[src/rtl/calc_pkg.sv]
// calc_pkg: shared types for the sequential calculator.
//   state_t : control FSM states (IDLE, OPER, MUL, DONE)
//   op_t    : latched operation encoding (OP_ADD, OP_SUB, OP_MUL)
package calc_pkg;

  typedef enum logic [1:0] {
    IDLE = 2'd0,
    OPER = 2'd1,
    MUL  = 2'd2,
    DONE = 2'd3
  } state_t;

  typedef enum logic [1:0] {
    OP_ADD = 2'd0,
    OP_SUB = 2'd1,
    OP_MUL = 2'd2
  } op_t;

endpackage

[src/rtl/shift_add_mul.sv]
// shift_add_mul: iterative shift-add multiplier, one multiplier bit per cycle,
// LSB first, W iterations.
//   mclk  : clock, rising edge
//   reset : synchronous, active-low; aborts an iteration without a done pulse
//   start : one-cycle request; a and b are captured on this edge
//   a     : OW-bit multiplicand
//   b     : W-bit multiplier
//   busy  : high for the W cycles after start while bits are being consumed
//   done  : one-cycle pulse once p/ovf hold the finished product
//   p     : product modulo 2^OW
//   ovf   : set when any product bit at or above OW is nonzero
// Protocol: start is a fire-and-forget request (no ready); the caller must not
// raise start again until done has pulsed. done pulses exactly once per start
// unless reset intervenes.
module shift_add_mul #(
  parameter  int W  = 7,
  localparam int OW = 2 * W
) (
  input  logic          mclk,
  input  logic          reset,
  input  logic          start,
  input  logic [OW-1:0] a,
  input  logic [W-1:0]  b,
  output logic          busy,
  output logic          done,
  output logic [OW-1:0] p,
  output logic          ovf
);

  // Full product of an OW-bit by W-bit operand fits in OW+W bits, which keeps
  // the overflow bits visible until the final cycle.
  localparam int PW = OW + W;
  localparam int CW = $clog2(W + 1);

  logic [PW-1:0] a_sh;
  logic [PW-1:0] sum_q;
  logic [PW-1:0] sum_nxt;
  logic [W-1:0]  b_sh;
  logic [CW-1:0] cnt;

  assign sum_nxt = sum_q + (b_sh[0] ? a_sh : '0);

  always_ff @(posedge mclk) begin
    if (!reset) begin
      a_sh  <= '0;
      b_sh  <= '0;
      sum_q <= '0;
      cnt   <= '0;
      busy  <= 1'b0;
      done  <= 1'b0;
      p     <= '0;
      ovf   <= 1'b0;
    end else begin
      done <= 1'b0;
      if (start) begin
        busy  <= 1'b1;
        a_sh  <= PW'(a);
        b_sh  <= b;
        sum_q <= '0;
        cnt   <= '0;
      end else if (busy) begin
        sum_q <= sum_nxt;
        a_sh  <= a_sh << 1;
        b_sh  <= b_sh >> 1;
        cnt   <= cnt + CW'(1);
        if (cnt == CW'(W - 1)) begin
          busy <= 1'b0;
          done <= 1'b1;
          p    <= sum_nxt[OW-1:0];
          ovf  <= |sum_nxt[PW-1:OW];
        end
      end
    end
  end

endmodule

[src/rtl/seq_calculator.sv]
// seq_calculator: button-driven sequential calculator (add, sub, multiply)
// with result chaining.
//   mclk    : clock, rising edge
//   reset   : synchronous, active-low
//   bin     : W-bit unsigned operand switches
//   btn_add, btn_sub, btn_mul, btn_eq, btn_clr : level buttons, edge-detected
//   outbin  : OW-bit display value (operand passthrough or result)
//   busy    : high while the multiplier iterates
//   done    : one-cycle pulse when a result is written to outbin
//   ovf     : carry / borrow / multiply overflow of the last result
module seq_calculator
  import calc_pkg::*;
#(
  parameter  int W  = 7,
  localparam int OW = 2 * W
) (
  input  logic          mclk,
  input  logic          reset,
  input  logic [W-1:0]  bin,
  input  logic          btn_add,
  input  logic          btn_sub,
  input  logic          btn_mul,
  input  logic          btn_eq,
  input  logic          btn_clr,
  output logic [OW-1:0] outbin,
  output logic          busy,
  output logic          done,
  output logic          ovf
);

  state_t state;
  state_t next_state;
  op_t    op_q;
  op_t    sel_op;

  logic [OW-1:0] acc;
  logic [OW-1:0] zbin;
  logic [OW:0]   sum_ext;
  logic [OW-1:0] diff;
  logic          borrow;

  // Button order: {clr, eq, mul, sub, add}
  logic [4:0] btn_now;
  logic [4:0] btn_prev;
  logic [4:0] press;
  logic       p_add, p_sub, p_mul, p_eq, p_clr;

  logic          any_op;
  logic          do_clr;
  logic          load_op;
  logic          exec;
  logic          mul_start;
  logic          mul_finish;
  logic          mul_busy;
  logic          mul_done;
  logic [OW-1:0] mul_p;
  logic          mul_ovf;

  // ---------------- button edge detection ----------------
  assign btn_now = {btn_clr, btn_eq, btn_mul, btn_sub, btn_add};

  // Prev levels reset to 1 so a button held through reset never counts as a
  // press; they keep tracking in every state, including MUL.
  always_ff @(posedge mclk) begin
    if (!reset) btn_prev <= '1;
    else        btn_prev <= btn_now;
  end

  assign press = btn_now & ~btn_prev;
  assign p_add = press[0];
  assign p_sub = press[1];
  assign p_mul = press[2];
  assign p_eq  = press[3];
  assign p_clr = press[4];

  // ---------------- FSM: state register ----------------
  always_ff @(posedge mclk) begin
    if (!reset) state <= IDLE;
    else        state <= next_state;
  end

  // ---------------- FSM: next state ----------------
  always_comb begin
    next_state = state;
    case (state)
      IDLE: begin
        if (p_clr)       next_state = IDLE;
        else if (any_op) next_state = OPER;
      end
      OPER: begin
        if (p_clr)     next_state = IDLE;
        else if (p_eq) next_state = (op_q == OP_MUL) ? MUL : DONE;
      end
      MUL: begin
        if (mul_done) next_state = DONE;
      end
      DONE: begin
        if (p_clr)       next_state = IDLE;
        else if (any_op) next_state = OPER;
      end
      default: next_state = IDLE;
    endcase
  end

  // ---------------- FSM: decoded actions / outputs ----------------
  always_comb begin
    any_op     = p_add | p_sub | p_mul;
    // Simultaneous op presses: mul beats add beats sub.
    sel_op     = p_mul ? OP_MUL : (p_add ? OP_ADD : OP_SUB);
    // Clear is ignored only while the multiplier owns the datapath.
    do_clr     = p_clr && (state != MUL);
    load_op    = !do_clr && any_op && ((state == IDLE) || (state == DONE));
    exec       = !do_clr && p_eq && (state == OPER);
    mul_start  = exec && (op_q == OP_MUL);
    mul_finish = (state == MUL) && mul_done;
    busy       = mul_busy;
  end

  // ---------------- add/sub datapath ----------------
  assign zbin    = OW'(bin);
  assign sum_ext = {1'b0, acc} + {1'b0, zbin};
  assign diff    = acc - zbin;
  assign borrow  = zbin > acc;

  always_ff @(posedge mclk) begin
    if (!reset) begin
      acc    <= '0;
      outbin <= '0;
      ovf    <= 1'b0;
      done   <= 1'b0;
      op_q   <= OP_ADD;
    end else begin
      done <= 1'b0;
      if ((state == IDLE) || (state == OPER)) outbin <= zbin;

      if (do_clr) begin
        acc    <= '0;
        outbin <= '0;
        ovf    <= 1'b0;
      end else begin
        if (load_op) begin
          op_q <= sel_op;
          // From DONE the previous result stays as the first operand.
          if (state == IDLE) acc <= zbin;
        end
        if (exec && (op_q == OP_ADD)) begin
          acc    <= sum_ext[OW-1:0];
          outbin <= sum_ext[OW-1:0];
          ovf    <= sum_ext[OW];
          done   <= 1'b1;
        end
        if (exec && (op_q == OP_SUB)) begin
          acc    <= diff;
          outbin <= diff;
          ovf    <= borrow;
          done   <= 1'b1;
        end
        if (mul_finish) begin
          acc    <= mul_p;
          outbin <= mul_p;
          ovf    <= mul_ovf;
          done   <= 1'b1;
        end
      end
    end
  end

  // B is captured inside the multiplier on the start edge, so later bin
  // changes cannot disturb the product.
  shift_add_mul #(.W(W)) u_mul (
    .mclk  (mclk),
    .reset (reset),
    .start (mul_start),
    .a     (acc),
    .b     (bin),
    .busy  (mul_busy),
    .done  (mul_done),
    .p     (mul_p),
    .ovf   (mul_ovf)
  );

endmodule

[config.mk]
export PLATFORM = sky130hd
export DESIGN_NAME = seq_calculator
export DESIGN_NICKNAME = d
export VERILOG_FILES = /design/src/rtl/calc_pkg.sv /design/src/rtl/shift_add_mul.sv /design/src/rtl/seq_calculator.sv
export SDC_FILE = /design/constraint.sdc
export NUM_CORES = 1
export LEC_CHECK = 0
export CORE_ASPECT_RATIO = 1.4
export CORE_MARGIN = 3
export CORE_UTILIZATION = 53
export CTS_BUF_LIST = sky130_fd_sc_hd__clkbuf_16
export DETAILED_ROUTE_END_ITERATION = 6
export HOLD_SLACK_MARGIN = 0.03
export PLACE_DENSITY = 0.72
export SLEW_MARGIN = 20
export SYNTH_ARGS = -nofsm -noshare
export SYNTH_HDL_FRONTEND = slang
export SYNTH_SLANG_ARGS = --single-unit
[constraint.sdc]
create_clock -name mclk -period 7.3 [get_ports mclk]
set_input_delay 1.46 -clock mclk [delete_from_list [all_inputs] [get_ports mclk]]
set_output_delay 1.46 -clock mclk [all_outputs]
set_load 0.1 [all_outputs]
; ---- Yosys cells after proc, flatten, opt, wreduce, memory -nomap -nowiden
; Index checks and enable logic that the tools add are counted.
[op_classes]
addsub = 4
n_mux = 33
reduce_logical = 28
n_bitwise = 8
order_cmp = 1
n_eq_ne = 10
[ops]
columns = operator, count
row1 = two-way mux 14 bit, 11
row2 = adder 21 bit, 1
row3 = two-way mux 21 bit, 1
row4 = adder 14 x 7 -> 15 bit, 1
row5 = > comparator 7 x 14 -> 1 bit, 1
row6 = two-way mux 7 bit, 2
row7 = subtractor 14 x 7 -> 14 bit, 1
row8 = two-way mux 1 bit, 12
row9 = two-way mux 2 bit, 6
row10 = nonzero test 4 bit, 3
row11 = logical AND 1 bit, 9
row12 = OR reduction 7 bit, 1
row13 = equality test 2 bit (second input constant), 3
row14 = one-hot mux 2 bit (3 select lines), 1
row15 = AND reduction 3 bit, 2
row16 = OR reduction 2 bit, 3
row17 = bitwise AND 5 bit, 1
row18 = inverter 5 bit, 1
row19 = equality test 2 x 1 -> 1 bit (second input constant), 2
row20 = zero test 2 bit, 2
row21 = inverter 1 bit, 4
row22 = AND reduction 2 bit, 2
row23 = adder 3 x 1 -> 3 bit (second input constant), 1
row24 = equality test 3 bit (second input constant), 1
row25 = 10 further kinds, 12
[totals]
wordCells = 100
in_bits = 14
out_inout_bits = 17
ff_bits = 108

; ---- Logic depth before layout (Yosys ltp)
[logic_depth]
depth_word = 10
mapped_depth = 14
ltp_nobuf = 13

; ---- Hierarchy
; Synthesis repeated with hierarchy kept, for this count alone.
[hier_totals]
cells_unflattened = 788
hier_area_um2 = 6562.5
[by_module_without_submodules]
columns = mod, n_inst, cells_each, seq_area_each_um2, area_per_inst_um2
row1 = shift_add_mul, 1, 464, 1381.3, 3953.8
row2 = seq_calculator, 1, 324, 780.7, 2608.8

; ---- Worst setup path before layout
; No wires, ideal clock.
[synth_path]
path_type = input-to-reg
startpoint = in bin[0]
endpoint = reg outbin[10]
setup_ns = 0.132
n_path_buf = 0
t_required_ns = 7.168
path_slack_ns = 3.823
t_arrival_ns = 3.344
cell_stages = 11
path_cell_list = ha_1 -> fa_1 -> nand2b_1 -> a21oi_1 -> o21bai_1 -> a21oi_1 -> o21ba_2 -> o21a_1 -> or3_1 -> a32oi_1 -> a21oi_1
[synth_between]
elab_chain_len = 4
word_cells_on_any_way = 5
classes_between = 2 x add/sub / 3 x mux
[synth_lines]
columns = item, line_no
row1 = "start, declared", seq_calculator.sv:19  ; input logic [W-1:0] bin,
row2 = adder 14 x 7 -> 15 bit, seq_calculator.sv:121  ; assign sum_ext = {1'b0, acc} + {1'b0, zbin};
row3 = two-way mux 14 bit, seq_calculator.sv:146  ; if (exec && (op_q == OP_ADD)) begin
row4 = two-way mux 14 bit *, seq_calculator.sv:152  ; if (exec && (op_q == OP_SUB)) begin
row5 = two-way mux 14 bit *, seq_calculator.sv:158  ; if (mul_finish) begin
row6 = "end signal, assigned", seq_calculator.sv:148  ; outbin <= sum_ext[OW-1:0];
row7 = "end signal, assigned", seq_calculator.sv:154  ; outbin <= diff;
row8 = "end signal, assigned", seq_calculator.sv:160  ; outbin <= mul_p;
row9 = "end, declared", seq_calculator.sv:25  ; output logic [OW-1:0] outbin,
; Every way passes the cells marked *; elsewhere a longest branch is shown, timed or not.
; A chain may end at the register's enable or synchronous reset.

; ---- Worst setup path in the final report
[layout_path]
startpoint = in btn_clr
endpoint = reg u_mul.ovf
[layout_between]
elab_chain_len = 8
[layout_lines]
columns = item, line_no
row1 = "start, declared", seq_calculator.sv:24  ; input logic btn_clr,
row2 = bitwise AND 5 bit, seq_calculator.sv:69  ; assign press = btn_now & ~btn_prev;
row3 = logical AND 1 bit, seq_calculator.sv:111  ; do_clr = p_clr && (state != MUL);
row4 = zero test 1 bit, seq_calculator.sv:113  ; exec = !do_clr && p_eq && (state == OPER);
row5 = logical AND 1 bit (2 in series), seq_calculator.sv:113
row6 = logical AND 1 bit, seq_calculator.sv:114  ; mul_start = exec && (op_q == OP_MUL);
row7 = inverter 1 bit (no line), n/a
row8 = AND reduction 3 bit (no line), n/a
row9 = "end signal, assigned", shift_add_mul.sv:70  ; ovf <= |sum_nxt[PW-1:OW];
row10 = "end, declared", shift_add_mul.sv:27  ; output logic ovf
; No other way between the ends.

==> summary.md <==
| Metric | Value |
|---|---|
| Post-layout min period | `4.17 ns` |
| Maxcap violations | `0` |
| Vias | `5182` |
| First-pass GRT wire length | `24400 um` |
| Drt first pass iters | `7` |
| Clock latency at the later pin of the worst-skew pair | `0.35 ns` |
| H-tree Lvls | `3` |
| Switching Share | `0.356` |
| Register area share after synthesis | `0.344` |
| Max FO, Critical Path | `43` |
| IR Drop Worst-Case VDD | `0.242 mV` |
| Required @ worst endpoint | `7.53 ns` |
| Initial core utilization | `0.549` |
| Setup violations, final | `0` |
| Top-count cell post-synth | `dfxtp_1` |
| Total CTS buffers | `9` |
| Average size of a mapped cell | `8.45 um^2` |
| Most instantiated cells after synthesis | `108 x dfxtp_1, 87 x nand2_1, 79 x nor2_1` |
| # diodes | `0` |
| Placer Congestion | `0.924` |
| P_sw | `0.552 mW` |
| Clock sink total | `108` |
| DRC viols | `0` |
| Post-synth EDFFs | `0` |
| DIE WIDTH | `98.1 um` |
| CP Class | `input pin to flip-flop` |
| Hold wc startpoint | `outbin[12]$_SDFFE_PP0P_` |
| Post-CTS resize count | `0` |
| CTS root buffer | `clkbuf_16` |
| Io pins | `31` |
| Post-Syn Instances | `744` |
| Combinational Power Share | `0.291` |
| Power share of the clock group | `0.290` |
| Core area | `11500 um^2` |
| Layout cells sized above 1 | `0.0516` |
| TNS Setup | `0 ns` |
| Pint | `1.00 mW` |
| GR Util All Layers | `0.221` |
| Slowest cell on the critical path | `or2_2` |
| Ys Warns | `0` |
| Max stage delay on crit path | `0.66 ns` |
| RSZ-0062 raised after global routing | `no` |
| Seq pwr share | `0.419` |
| Synth area leaders | `dfxtp_1 34%, ha_1 7.8%, mux2i_1 7.6%` |
| PortBufs | `30` |
| Initial antenna violation count | `0` |
| Synth Register Bits | `108` |
| Total power | `1.55 mW` |
| Worst-Margin Slew | `1.05 ns` |
| Final hold violation count | `0` |
| Remaining global-route overflow | `0` |
| Setup bufs post-CTS | `0` |
| Area grow syn2layout | `10.3%` |
| Hold crit path type | `flip-flop to flip-flop` |
| Die Area | `13200 um^2` |
| Worst-path cell chain | `clkdlybuf4s50_1 > nand2b_1 > o211ai_1 > or2_2 > nand4_1 > nor3_1 > nor4bb_1 > a21oi_1` |
| Highest clock rate | `0.240 GHz` |
| Rows | `46` |
| Via density | `5.76` |
| Yosys cell types | `63` |
| Skew final | `0.00903 ns` |
| DR WL/cell | `15.7 um` |
| Critical Path Source Type | `input pin` |
| Die Ht | `135 um` |
| Crit end category | `flip-flop` |
| LEAKAGE | `2.86 nW` |
| Critical R2R Launch | `u_mul.b_sh[0]$_SDFFE_PN0P_` |
| Largest net degree at the start of global routing | `60` |
| Hold buffer count at cts | `0` |
| Status | `complete, no violations` |
| Worst hold stages | `2` |
| Cell area after synthesis | `6290 um^2` |
| Placed wire-length estimate | `10300 um` |
| Antenna Nets Post-Route | `0` |
| Cell accounting for the most synthesized area | `dfxtp_1` |
| Worst EP arrival | `4.41 ns` |
| Post-synth ARST share | `0` |
| PD cells | `224 nW/um^2` |
| Layout net count | `807` |
| Slew Limit Headroom | `0.296` |
| CTS tree | `built` |
| First DRT Iteration DRCs | `230` |
| # fillers | `1026` |
| Final wirelength | `14100 um` |
| Vias in the first global route | `5225` |
| Fin crit share | `0.572` |
| Mapped Nets | `800` |
| Clock Pin Slew Worst Setup and Hold Paths | `0.07 ns` |
| Crit path from | `btn_clr` |
| Clk buf depth | `2` |
| FF-to-FF path depth | `13` |
| Yosys top cell area share | `0.344` |
| Final slew viol count | `0` |
| Dominant synthesized flop cell | `dfxtp_1` |
-- power by group through the flow --
stage | Clock (mW) | Sequential, mW | Combinational (mW)
6_report | 0.451 | 0.650 | 0.452
3_3_place_gp | 0 | 0.660 | 0.433
4_1_cts | 0.462 | 0.650 | 0.449
5_1_grt | 0.483 | 0.655 | 0.493
3_5_place_dp | 0 | 0.663 | 0.447
2_1_floorplan | 0 | 0.751 | 0.255
-- final timing paths --
kind / end / slack (ns)
max: u_mul.ovf$_SDFFE_PN0P_ / 3.13
min: outbin[12]$_SDFFE_PP0P_ / 0.46
max reg2reg: u_mul.ovf$_SDFFE_PN0P_ / 3.74
min reg2reg: outbin[12]$_SDFFE_PP0P_ / 0.46
-- layer usage --
layer  vias up  share of wire  track usage  routed length [um]
met5         -              0            0                   0
met4         0          0.031        0.103                 437
met3        30          0.035       0.0357                 488
met2       106           0.50        0.379                6980
met1      2438           0.44        0.271                6190
li1       2608              -            -                   -
-- cell families (layout without fill, tap and decap cells) --
logic type / Yosys count / count (layout) / share of synthesized area
simple gates: 268 / 268 / 0.200
mux: 48 / 48 / 0.0764
xor+xnor: 28 / 28 / 0.0390
fa+ha+maj: 42 / 42 / 0.0871
compound gates: 180 / 180 / 0.210
buf+inv: 70 / 82 / 0.0434
flops: 108 / 108 / 0.344
-- area by class of cell --
class                           instances  area [um^2]  area share
Timing Repair Buffer                   36          345      0.0498
Inverter                               30          113      0.0162
Tap cell                              144          180      0.0260
Clock inverter                          7         43.8     0.00631
Sequential cell                       108         2160       0.312
Multi-Input combinational cell        566         3870       0.557
Clock buffer                            9          225      0.0325
-- layout by cell type, fill, tap and decap left out, types with 9 or more instances in the layout --
cell	count
a21oi_1	48
nor3_1	19
and2_1	21
nand3_1	12
o211a_1	24
a211oi_1	18
xnor2_1	17
ha_1	39
nand2_1	87
nor2_1	79
a21boi_0	17
xor2_1	11
inv_1	30
mux2i_1	48
clkdlybuf4s50_1	30
nand2b_1	10
clkbuf_16	9
dfxtp_1	107
o21ai_0	10
nor2b_1	11
-- sequential cells by signal (all words and copies together) (netlist names) --
| signal | cells |
|---|---|
| u_mul.a_sh | 21 |
| u_mul.sum_q | 21 |
| acc | 14 |
| outbin | 14 |
| u_mul.p | 14 |
| u_mul.b_sh | 7 |
| btn_prev | 5 |
| u_mul.cnt | 3 |
| op_q | 2 |
| state | 2 |
| done | 1 |
| ovf | 1 |
| u_mul.busy | 1 |
| u_mul.done | 1 |
| u_mul.ovf | 1 |
-- worst max-delay path, delay by kind of cell --
family	cells	cell delay [ns]
buffers and inverters	1	0.49
AND/OR/NAND/NOR	5	2.04
AO/OA/AOI/OAI	2	0.41
-- per-stage QoR --
step	util	worst slack [ns]	instances	hold slack (ns)	instance area, um^2
after floorplan	-	3.82	744	0.429	6290
after detailed placement	0.581	2.80	884	0.446	6660
final	0.606	3.13	900	0.458	6940
after global routing	0.606	2.77	900	0.483	6940
after global placement	0.581	2.91	884	0.443	6660
after CTS	0.605	3.17	900	0.462	6930
(Power assumes the default switching activity.)
